### config.mk
export PLATFORM = sky130hd
export DESIGN_NAME = am_motor_seq
export DESIGN_NICKNAME = d
export VERILOG_FILES = /design/src/rtl/am_motor_seq.sv
export SDC_FILE = /design/constraint.sdc
export NUM_CORES = 1
export LEC_CHECK = 0
export ABC_AREA = 1
export ABC_CLOCK_PERIOD_IN_PS = 2200
export CORE_AREA = 2 2 138 140
export DETAILED_ROUTE_END_ITERATION = 10
export DIE_AREA = 0 0 140 142
export PLACE_DENSITY = 0.67
export RECOVER_POWER = 100
export SLEW_MARGIN = 30
export SYNTH_ARGS = -nofsm -noshare
export SYNTH_HDL_FRONTEND = slang
export SYNTH_SLANG_ARGS = --single-unit
### constraint.sdc
create_clock -name clk -period 2.2 [get_ports clk]
set_input_delay 0.22 -clock clk [delete_from_list [all_inputs] [get_ports clk]]
set_output_delay 0.22 -clock clk [all_outputs]
set_load 0.05 [all_outputs]
### src/rtl/am_motor_seq.sv
// Alignment-motor sequencer: turns per-frame alignment results into bounded
// stepper moves, repeating measure->move until aligned, out of tries, or aborted.
module am_motor_seq #(
  parameter int C_STEP_NUMBER_WIDTH = 32,
  parameter int C_SPEED_DATA_WIDTH  = 32,
  parameter int C_TRY_WIDTH         = 8
) (
  input  logic                                  clk,
  input  logic                                  resetn,
  input  logic                                  req_en,
  input  logic        [C_SPEED_DATA_WIDTH-1:0]  req_speed,
  input  logic        [C_STEP_NUMBER_WIDTH-1:0] req_max_step,
  input  logic        [C_TRY_WIDTH-1:0]         req_max_try,
  input  logic                                  i_pulse,
  input  logic signed [C_STEP_NUMBER_WIDTH-1:0] i_step,
  input  logic                                  i_ok,
  input  logic                                  i_should_start,
  input  logic                                  m_state,
  output logic                                  m_start,
  output logic                                  m_stop,
  output logic                                  m_dir,
  output logic        [C_STEP_NUMBER_WIDTH-1:0] m_step,
  output logic        [C_SPEED_DATA_WIDTH-1:0]  m_speed,
  output logic                                  o_busy,
  output logic                                  o_done,
  output logic                                  o_err,
  output logic        [C_TRY_WIDTH-1:0]         o_try_cnt,
  output logic        [2:0]                     dbg_state
);

  localparam int W = C_STEP_NUMBER_WIDTH;

  localparam logic [2:0] S_IDLE     = 3'd0;
  localparam logic [2:0] S_WAIT_IMG = 3'd1;
  localparam logic [2:0] S_WAIT_ACK = 3'd2;
  localparam logic [2:0] S_RUN      = 3'd3;
  localparam logic [2:0] S_STOP     = 3'd4;
  localparam logic [2:0] S_DONE     = 3'd5;

  localparam logic [W-1:0] STEP_MOST_NEG = {1'b1, {(W-1){1'b0}}};
  localparam logic [W-1:0] STEP_MAX_POS  = {1'b0, {(W-1){1'b1}}};

  // Handshakes: i_pulse is a one-cycle strobe qualifying i_step/i_ok/i_should_start
  // with no back-pressure; m_start/m_stop are one-cycle commands and m_state is the
  // controller's level response (1 = running), acting as the acknowledge for m_start.
  logic [2:0]       state;
  logic             req_en_d;
  logic [15:0]      ack_tmr;
  logic [W-1:0]     mag_abs;
  logic [W-1:0]     mag_clamp;
  logic             try_limit;
  logic             req_rise;

  always_comb begin
    mag_abs = i_step[W-1] ? W'(-i_step) : W'(i_step);
    if (W'(i_step) == STEP_MOST_NEG) mag_abs = STEP_MAX_POS;
    mag_clamp = mag_abs;
    if ((req_max_step != '0) && (mag_abs > req_max_step)) mag_clamp = req_max_step;
  end

  assign try_limit = (req_max_try != '0) && (o_try_cnt == req_max_try);
  assign req_rise  = req_en & ~req_en_d;
  assign o_busy    = (state == S_WAIT_IMG) || (state == S_WAIT_ACK) ||
                     (state == S_RUN) || (state == S_STOP);
  assign o_done    = (state == S_DONE);
  assign dbg_state = state;

  always_ff @(posedge clk or negedge resetn) begin
    if (!resetn) begin
      state     <= S_IDLE;
      req_en_d  <= 1'b0;
      ack_tmr   <= '0;
      m_start   <= 1'b0;
      m_stop    <= 1'b0;
      m_dir     <= 1'b0;
      m_step    <= '0;
      m_speed   <= '0;
      o_err     <= 1'b0;
      o_try_cnt <= '0;
    end else begin
      req_en_d <= req_en;
      m_start  <= 1'b0;
      m_stop   <= 1'b0;
      case (state)
        S_IDLE: begin
          if (req_rise) begin
            o_try_cnt <= '0;
            o_err     <= 1'b0;
            state     <= S_WAIT_IMG;
          end
        end
        S_WAIT_IMG: begin
          if (!req_en) begin
            if (m_state) begin
              m_stop <= 1'b1;
              state  <= S_STOP;
            end else begin
              state  <= S_IDLE;
            end
          end else if (i_pulse) begin
            if (i_ok) begin
              o_err <= 1'b0;
              state <= S_DONE;
            end else if (try_limit) begin
              o_err <= 1'b1;
              state <= S_DONE;
            end else if (i_should_start && (i_step != '0)) begin
              m_start <= 1'b1;
              m_dir   <= i_step[W-1];
              m_step  <= mag_clamp;
              m_speed <= req_speed;
              ack_tmr <= '0;
              if (o_try_cnt != '1) o_try_cnt <= o_try_cnt + 1'b1;
              state   <= S_WAIT_ACK;
            end
          end
        end
        S_WAIT_ACK: begin
          // A move was commanded, so abort always stops even if not yet acknowledged.
          if (!req_en) begin
            m_stop <= 1'b1;
            state  <= S_STOP;
          end else if (m_state) begin
            state <= S_RUN;
          end else if (ack_tmr == 16'hFFFF) begin
            o_err <= 1'b1;
            state <= S_DONE;
          end else begin
            ack_tmr <= ack_tmr + 16'd1;
          end
        end
        S_RUN: begin
          if (!req_en) begin
            if (m_state) begin
              m_stop <= 1'b1;
              state  <= S_STOP;
            end else begin
              state  <= S_IDLE;
            end
          end else if (!m_state) begin
            state <= S_WAIT_IMG;
          end
        end
        S_STOP: begin
          if (!m_state) state <= S_IDLE;
        end
        S_DONE: begin
          if (!req_en) begin
            o_err <= 1'b0;
            state <= S_IDLE;
          end
        end
        default: state <= S_IDLE;
      endcase
    end
  end

endmodule
; After elaboration in Yosys (flattened, before gate mapping)
; Index checks and enable logic that the tools add are counted.
[word_totals]
inputBits = 111
register_bits = 96
out_inout_bits = 81
elab_cells = 119
[op_classes]
n_bitwise = 4
magnitude_cmp = 1
reduce_logical = 19
eq_ne = 27
muxes = 55
n_addsub = 3
[ops]
columns = op, n
row1 = 2-to-1 mux 16 bit, 8
row2 = 2-to-1 mux 32 bit, 3
row3 = nonzero test 32 bit, 2
row4 = 2-to-1 mux 8 bit, 7
row5 = 2-to-1 mux 3 bit, 14
row6 = "equality test 32 bit, second input constant", 1
row7 = > comparator 32 bit, 1
row8 = negator 32 bit, 1
row9 = case mux 16 bit (2 select lines), 1
row10 = "inequality test 2 bit, second input constant", 10
row11 = 2-to-1 mux 1 bit, 18
row12 = case mux 3 bit (6 select lines), 1
row13 = AND reduction 9 bit, 2
row14 = "adder 16 x 1 -> 16 bit, second input constant", 1
row15 = "equality test 16 bit, second input constant", 1
row16 = case mux 8 bit (2 select lines), 1
row17 = "inequality test 3 bit, second input constant", 3
row18 = "adder 8 x 1 -> 8 bit, second input constant", 1
row19 = equality test 8 bit, 1
row20 = "inequality test 8 bit, second input constant", 1
row21 = AND reduction 8 bit, 1
row22 = nonzero test 8 bit, 1
row23 = AND reduction 7 bit, 1
row24 = "equality test 3 x 2 -> 1 bit, second input constant", 2
row25 = other kinds (16), 26

; Depth between registers and ports, before layout
; Gate-level depths: netlist of run 1.
[logic_depth]
ltp_word = 8
depth_mapped = 25
ltp_nobuf = 24

; Worst setup path after synthesis of run 1
; No wires, ideal clock.
[synth_path]
kind = input to register
from = in i_step[1]
to = reg m_step[1]
arrival_ns = 2.712
stages = 22
path_slack_ns = -0.633
path_buffers = 2
t_required_ns = 2.080
setup_ns = 0.120
path_cell_list = inv_1 > ha_1 > nand2_1 > nor2_2 > nand3_2 > inv_1 > nand2_1 > buf_2 > nand2_1 > nor2_1 > inv_1 > ha_1 > nand2_1 > nor2_1 > and2_1 > nand3_1 > nor2_1 > nor2_1 > clkbuf_1 > nand3_1 > nand3_1 > nand2_1
[synth_between]
elab_chain_cells = 6
elab_cells_between_ends = 10
classes_between = add/sub: 1 / order compare: 1 / eq/ne: 1 / mux: 3 / reduce/logical: 4
[synth_rtl]
columns = item, line_no
row1 = from (decl), 15  ; input logic signed [C_STEP_NUMBER_WIDTH-1:0] i_step,
row2 = negator 32 bit, 55  ; mag_abs = i_step[W-1] ? W'(-i_step) : W'(i_step);
row3 = 2-to-1 mux 32 bit, 55
row4 = 2-to-1 mux 32 bit, 56  ; if (W'(i_step) == STEP_MOST_NEG) mag_abs = STEP_MAX_POS;
row5 = > comparator 32 bit, 58  ; if ((req_max_step != '0) && (mag_abs > req_max_step)) mag_clamp = req_max_step;
row6 = logical AND 1 bit, 58
row7 = 2-to-1 mux 32 bit, 58
row8 = to (signal assigned), 110  ; m_step <= mag_clamp;
row9 = to (decl), 22  ; output logic [C_STEP_NUMBER_WIDTH-1:0] m_step,
; Parallel ways exist; a longest one is shown, timed or not.
; A chain may end at the register's enable or synchronous reset.

; Worst setup path in the final report of run 1
[layout_path]
from = in i_step[30]
to = reg m_step[18]
; The elaborated chain is that of the path after synthesis.

==> reports/qor.yml, run 1 <==
slew_headroom: 0.460
antenna_cells: 0
dpl.hpwl_um: 18400
dr_wl_met3_um: 1490
wl_per_cell_um: 16.4
area_delta_synth_final_pct: 75.7
r2r_slack_ns: 0.12
syn_inst: 1108
p_per_area_nw_per_um2: 822
hold_class: "input pin to flop"
fin_ws_ns: -0.647
holdWs_ns: 0.356
ant_nets: 0
yosysWarnings: 0
grt.total_usage: 0.259
yosysMostFrequentCell: "nand2_1"
rows: 50
fin_skew_ns: 0.00700
yosysTopAreaCellShare: 0.331
final.period_utilization: 1.29
hold_viol: 0
setup_viol: 32
numPortBuffers: 191
firstDrtPassIters: 8
p_leak_nw: 6.36
drt_iter0_drc: 700
grt_pass1_wl_um: 41800
worstMarginPinSlew_ns: 0.809
syn-cell-area_um2: 7260
yosys_register_bits: 96
cts_buffers: 9
via_per_inst: 5.22
routed_wl_um: 28700
r2r_cells: 8
clk_latency_ns: 0.35
h-tree-depth: 3
seq_area_um2: 2400
place_inst: 1653
worstSetupPathType: "input pin to flop"
ys_seq_area_frac: 0.331
highest_layer: "met4"
fmax_mhz: 351
drive_gt1_frac: 0.351
synthTopCellsByArea: "dfrtp_1, nand2_1, nand3_1, inv_1, nor2_1"
chipWidth_um: 140
antenna_found_initial: 0
max_cap_viol_count: 0
nFillCells: 1358
status: "finished with violations"
async_reset_ff_frac: 1.00
irDropWorstVdd_mv: 0.471
slew_viol_final: 0
coreArea_um2: 18500
clk_pin_slew_ns: 0.07
dieArea_um2: 19900
cts_max_path_buffers: 2
hold_depth: 6
required_ns: 2.43
finalCriticalPeriod_ns: 2.85
cts_root_buf: "clkbuf_16"
die_h_um: 142
yosys-top-cells-count: "nand2_1, inv_1, nor2_1"
rsz0062_at_grt: "true"
cp_max_fo: 6
grt_pass1_vias: 8631
synth-edff-count: 0
crit_path_end_kind: "flop"
overflow: 0
synth_ff_type: "dfrtp_1"
nets: 1655
ios: 192
cts_tree: "done"
initial_core_util: 0.394
dr_total_vias: 9117
syn_nets: 1254
synth.avg_cell_area_um2: 6.56
clock_sinks: 96
critical_path_arrival_ns: 3.08
final_cell_count_no_fill: 1748
wl_met1_um: 11100
synth_top_area_cell: "dfrtp_1"
violations: "design-rule violations, negative setup slack"
multi_input_area_um2: 5260
dr_wl_met2_um: 14700
grt_max_degree: 47
start_kind: "input pin"
ys_types: 42
drc: 9
gp_congestion: 0.939
power by group:
group	total, mW	internal [mW]	switching (mW)	leakage, nW
Clock	1.70	0.996	0.706	0.152
Combinational	6.12	2.04	4.08	4.95
Sequential	2.67	2.33	0.337	1.26
Total	10.5	5.37	5.12	6.36
critical path, cell delays in order:
cell and delay (ns):
clkdlybuf4s15_1 0.22, nor2_4 0.17, nand2_2 0.11, nor3_4 0.27, nand2_4 0.11, buf_4 0.16, nand2_1 0.09, nor2_2 0.06
inv_1 0.12, ha_4 0.23, nand2_4 0.07, nor2_1 0.05, nor2_1 0.15, nand3_2 0.14, a21oi_4 0.19, nand2_4 0.14
nand2_8 0.13, clkbuf_16 0.17, nand2_1 0.08, nand3_1 0.11, nand2_1 0.07
registers in the layout (all words and copies together), names as in the netlist:
signal and cells:
m_speed 32, m_start 1, o_try_cnt 8, m_dir 1, o_err 1, req_en_d 1
m_stop 1, ack_tmr 16, dbg_state 3, m_step 32
layout by cell type, fill, tap and decap left out, types with 4 or more instances in the layout:
master / synthesis / layout
a21oi_1: 19 / 15
buf_12: 0 / 12
buf_16: 0 / 4
buf_2: 11 / 9
buf_4: 5 / 198
buf_6: 3 / 21
clkbuf_16: 0 / 12
clkbuf_2: 0 / 11
clkdlybuf4s50_1: 0 / 77
dfrtp_1: 96 / 96
dlygate4sd3_1: 0 / 80
ha_1: 35 / 18
ha_4: 0 / 17
inv_1: 128 / 100
inv_2: 9 / 31
nand2_1: 369 / 313
nand2_2: 2 / 45
nand2_4: 1 / 14
nand3_1: 105 / 56
nand3_2: 4 / 47
nand3_4: 1 / 7
nand4_1: 41 / 42
nor2_1: 122 / 73
nor2_2: 9 / 27
nor2_4: 1 / 32
nor3_1: 17 / 14
o21ai_0: 50 / 43
o21ai_1: 6 / 9
or2_2: 6 / 6
xnor2_1: 5 / 4
xor2_1: 24 / 23
metrics by stage:
| stage | util | power, mW | setup slack (ns) | area [um^2] | setup TNS (ns) |
|---|---|---|---|---|---|
| 2_1_floorplan | - | 6.31 | -0.303 | 7420 | -8.74 |
| 3_3_place_gp | 0.578 | 8.51 | -1.19 | 10700 | -46.04 |
| 3_5_place_dp | 0.578 | 8.57 | -1.25 | 10700 | -49.66 |
| 4_1_cts | 0.659 | 10.6 | -0.311 | 12200 | -9.15 |
| 5_1_grt | 0.691 | 11.0 | -0.752 | 12800 | -21.54 |
| 6_report | 0.691 | 10.5 | -0.647 | 12800 | -17.08 |
layout make-up:
cell class                 instances  share of cell area
multi-input combinational        838               0.412
timing repair buffer             427               0.309
sequential                        96               0.188
inverter                         137              0.0425
tap                              234              0.0229
clock buffer                       9              0.0176
clock inverter                     7             0.00735
worst paths after layout:
path                                          start                  endpoint
setup / recovery                         i_step[30]    m_step[18]$_DFFE_PN0P_
max in group asynchronous                    resetn    ack_tmr[6]$_DFFE_PN0P_
hold reg to reg              m_speed[7]$_DFFE_PN0P_    m_speed[7]$_DFFE_PN0P_
hold / removal                            i_step[0]     m_step[0]$_DFFE_PN0P_
setup reg to reg           dbg_state[0]$_DFFE_PN0P_    ack_tmr[6]$_DFFE_PN0P_
min in group asynchronous                    resetn  o_try_cnt[5]$_DFFE_PN0P_
layer usage:
metal	GRT usage	vias to the layer above
li1	-	4347
met1	0.310	4253
met2	0.471	401
met3	0.0276	116
met4	0.120	0
met5	0	-
cells by family after synthesis:
family / after synthesis / share of synthesized area
adder cells (fa/ha/maj): 35 / 0.0603
buffers and inverters: 175 / 0.0980
XOR/XNOR: 29 / 0.0350
AO/OA/AOI/OAI: 83 / 0.0625
AND/OR/NAND/NOR: 690 / 0.414
flip-flops: 96 / 0.331
what timing repair did:
action	in CTS	in global routing
resized for setup	269	142
setup buffers	50	20
hold endpoints to repair	29	0
pin swaps	63	81
setup endpoints to repair	32	32
hold buffers	1	0
gates cloned	6	4
Note: power is estimated with default switching activity, not from simulation.
==> run 2: changes to the inputs <==
- SKIP_CTS_REPAIR_TIMING: unset -> 1
- TNS_END_PERCENT: unset -> 1
==> run 2 against run 1 <==
Compared with the run above:
- the run still ends with design-rule violations, negative setup slack left
- largest cell class unchanged
- critical path type unchanged
- global-route usage fell by 3.0 points
- register-to-register slack improved by 0.02 ns
- sequential power is 1% lower
- routed wire length fell by 15%
==> reports/qor.yml, run 2 (synthesis results as in run 1) <==
crit_cells: 22  # +4.8%
r2r_cells: 9  # +1
cts_buffers: 9  # unchanged
cpPeakStageDelay_ns: 0.24  # -0.03 ns
fmax_mhz: 382  # +8.9%
clock_sinks: 96  # unchanged
post-route-util: 0.645  # -0.0461
setup_viol: 32  # unchanged
h-tree-depth: 3  # unchanged
critPathLaunch: "i_step[3]"
overflow: 0  # unchanged
clk_pin_slew_ns: 0.08  # about the same
p_per_area_nw_per_um2: 855  # +3.9%
grt.total_usage: 0.229  # -0.0303
slowest_stage: "nor2_2"
crit_path_end_kind: "flop"
rsz0062_at_grt: "true"
drt_iter0_drc: 449  # -36%
critical-path-top-delay-family: "simple AND/OR/NAND/NOR gates"
top_regs: "m_speed x32, m_step x32, ack_tmr x16"
fin_ws_ns: -0.415  # +0.232 ns
slew_headroom: 0.328  # -0.133
antenna_found_initial: 0  # unchanged
ant_nets: 0  # unchanged
worstPathCellList: "dlymetal6s2s_1 -> nor2_2 -> nand2_4 -> nor2_4 -> nand3_4 -> clkinv_4 -> nand2_4 -> buf_6 -> buf_6 -> nand2_2 -> ha_1 -> nand2_1 -> nor2_1 -> buf_4 -> nand3_1 -> nor2_1 -> nor2_2 -> nand2_4 -> clkbuf_16 -> nand2_4 -> nand3_2 -> nand2_1"
clk_latency_ns: 0.36  # about the same
wl_per_cell_um: 14.3  # -13%
cts_root_buf: "clkbuf_16"
nFillCells: 1582  # +16%
drive_gt1_frac: 0.265  # -0.0868
worstSetupPathType: "input pin to flop"
cp.buffers_inverters: 6  # +2
hold_class: "input pin to flop"
cp_max_fo: 7  # +1
ios: 192  # unchanged
nets: 1619  # -2.2%
worstMarginPinSlew_ns: 1.01  # +0.199 ns
area_delta_synth_final_pct: 64.0
violations: "design-rule violations, negative setup slack"
routed_wl_um: 24500  # -15%
coreArea_um2: 18500  # unchanged
start_kind: "input pin"
hold_viol: 0  # unchanged
via_per_inst: 4.93  # -5.4%
final.period_utilization: 1.19  # -0.106
cts_max_path_buffers: 2  # unchanged
dieArea_um2: 19900  # unchanged
final_common_cell: "nand2_1"
status: "finished with violations"
drc: 6  # -3
dpl.hpwl_um: 18300  # -0.24%
slew_viol_final: 0  # unchanged
grt_pass1_vias: 7774  # -9.9%
max_cap_viol_count: 0  # unchanged
layout_common_cells: "nand2_1, buf_4, inv_1, dfrtp_1, nand3_1"
initial_core_util: 0.394  # unchanged
r2r_slack_ns: 0.14  # +0.02 ns
crit_end: "m_step[1]$_DFFE_PN0P_"
firstDrtPassIters: 10  # +2
fin_skew_ns: 0.0124  # +0.00544 ns
cts_tree: "done"
critical_path_arrival_ns: 2.91  # -0.17 ns
gp_congestion: 0.982  # +4.6%
regToRegStartpoint: "dbg_state[0]$_DFFE_PN0P_"
multi_input_area_um2: 4800  # -8.6%
chipWidth_um: 140  # unchanged
seq_area_um2: 2400  # unchanged
holdWs_ns: 0.393  # +0.0366 ns
rr_endpoint: "ack_tmr[6]$_DFFE_PN0P_"
dr_total_vias: 8446  # -7.4%
grt_pass1_wl_um: 37100  # -11%
finalCriticalPeriod_ns: 2.62  # -0.232 ns
cp_common_cell: "nand2_4"
required_ns: 2.49  # +0.06 ns
p_leak_nw: 6.26  # -1.6%
grt_max_degree: 41  # -13%
irDropWorstVdd_mv: 0.508  # +8.0%
antenna_cells: 0  # unchanged
rows: 50  # unchanged
numPortBuffers: 191  # unchanged
die_h_um: 142  # unchanged
-- run 2: cell count changes in the layout (fill, tap and decap cells not counted), moves of 9 or more --
cell and change:
nand3_1 +37, nand3_2 -36, dlymetal6s2s_1 +23, nand2_2 -21, buf_4 -19, nand2_1 +19
nor2_4 -15, inv_1 +14, buf_6 -10, inv_2 -10, buf_2 -9, nor2_1 +9
-- run 2: worst reg2reg max path: stages (launching register included) --
cell and delay, ns:
dfrtp_1 0.40, buf_4 0.17, inv_2 0.11, nand3_1 0.18, inv_1 0.20, nor2_1 0.10
nor4_2 0.30, clkbuf_4 0.34, nand4_1 0.12, nand2_1 0.08
-- run 2: how the worst min path moves through the flow --
stage                  start                  endpoint  slack (ns)  cells past startpoint
4_1_cts               resetn  o_try_cnt[4]$_DFFE_PN0P_       -0.13                      1
2_1_floorplan         resetn    ack_tmr[0]$_DFFE_PN0P_       -0.08                      0
3_3_place_gp          resetn  o_try_cnt[4]$_DFFE_PN0P_        0.25                      1
3_5_place_dp          resetn  dbg_state[2]$_DFFE_PN0P_        0.25                      1
5_1_grt        req_speed[28]   m_speed[28]$_DFFE_PN0P_        0.39                      3
6_report          i_step[31]         m_dir$_DFFE_PN0P_        0.39                      4
-- run 2: per-layer routing --
layer	track usage	vias to the layer above	wire, um
met5	0	-	0
met4	0.0813	0	610
met3	0.0273	46	964
met2	0.401	246	12500
met1	0.294	3874	10400
li1	-	4280	-
-- run 2: metrics by stage --
stage          instances  worst slack, ns  TNS [ns]  power (mW)  area, um^2
2_1_floorplan       1108           -0.441    -13.73        6.30        7310
3_3_place_gp        1674            -1.30    -57.54        8.56       10700
3_5_place_dp        1674            -1.33    -61.61        8.62       10700
4_1_cts             1690           -0.971    -32.18        10.3       11000
5_1_grt             1712           -0.667    -24.08        10.7       11900
6_report            1712           -0.415    -11.50        10.2       11900
-- run 2: area by class of cell --
cell class,instances,area share
multi-input cells,837,0.403
repair buffers,392,0.300
flip-flops and latches,96,0.202
inverters,137,0.0438
well taps,234,0.0246
clock buffers,9,0.0189
clock inverters,7,0.00756
-- run 2: where the power goes --
| part | total (mW) | internal, mW | switching (mW) |
|---|---|---|---|
| registers | 2.63 | 2.33 | 0.303 |
| logic | 5.89 | 1.96 | 3.92 |
| clock network | 1.66 | 0.905 | 0.753 |
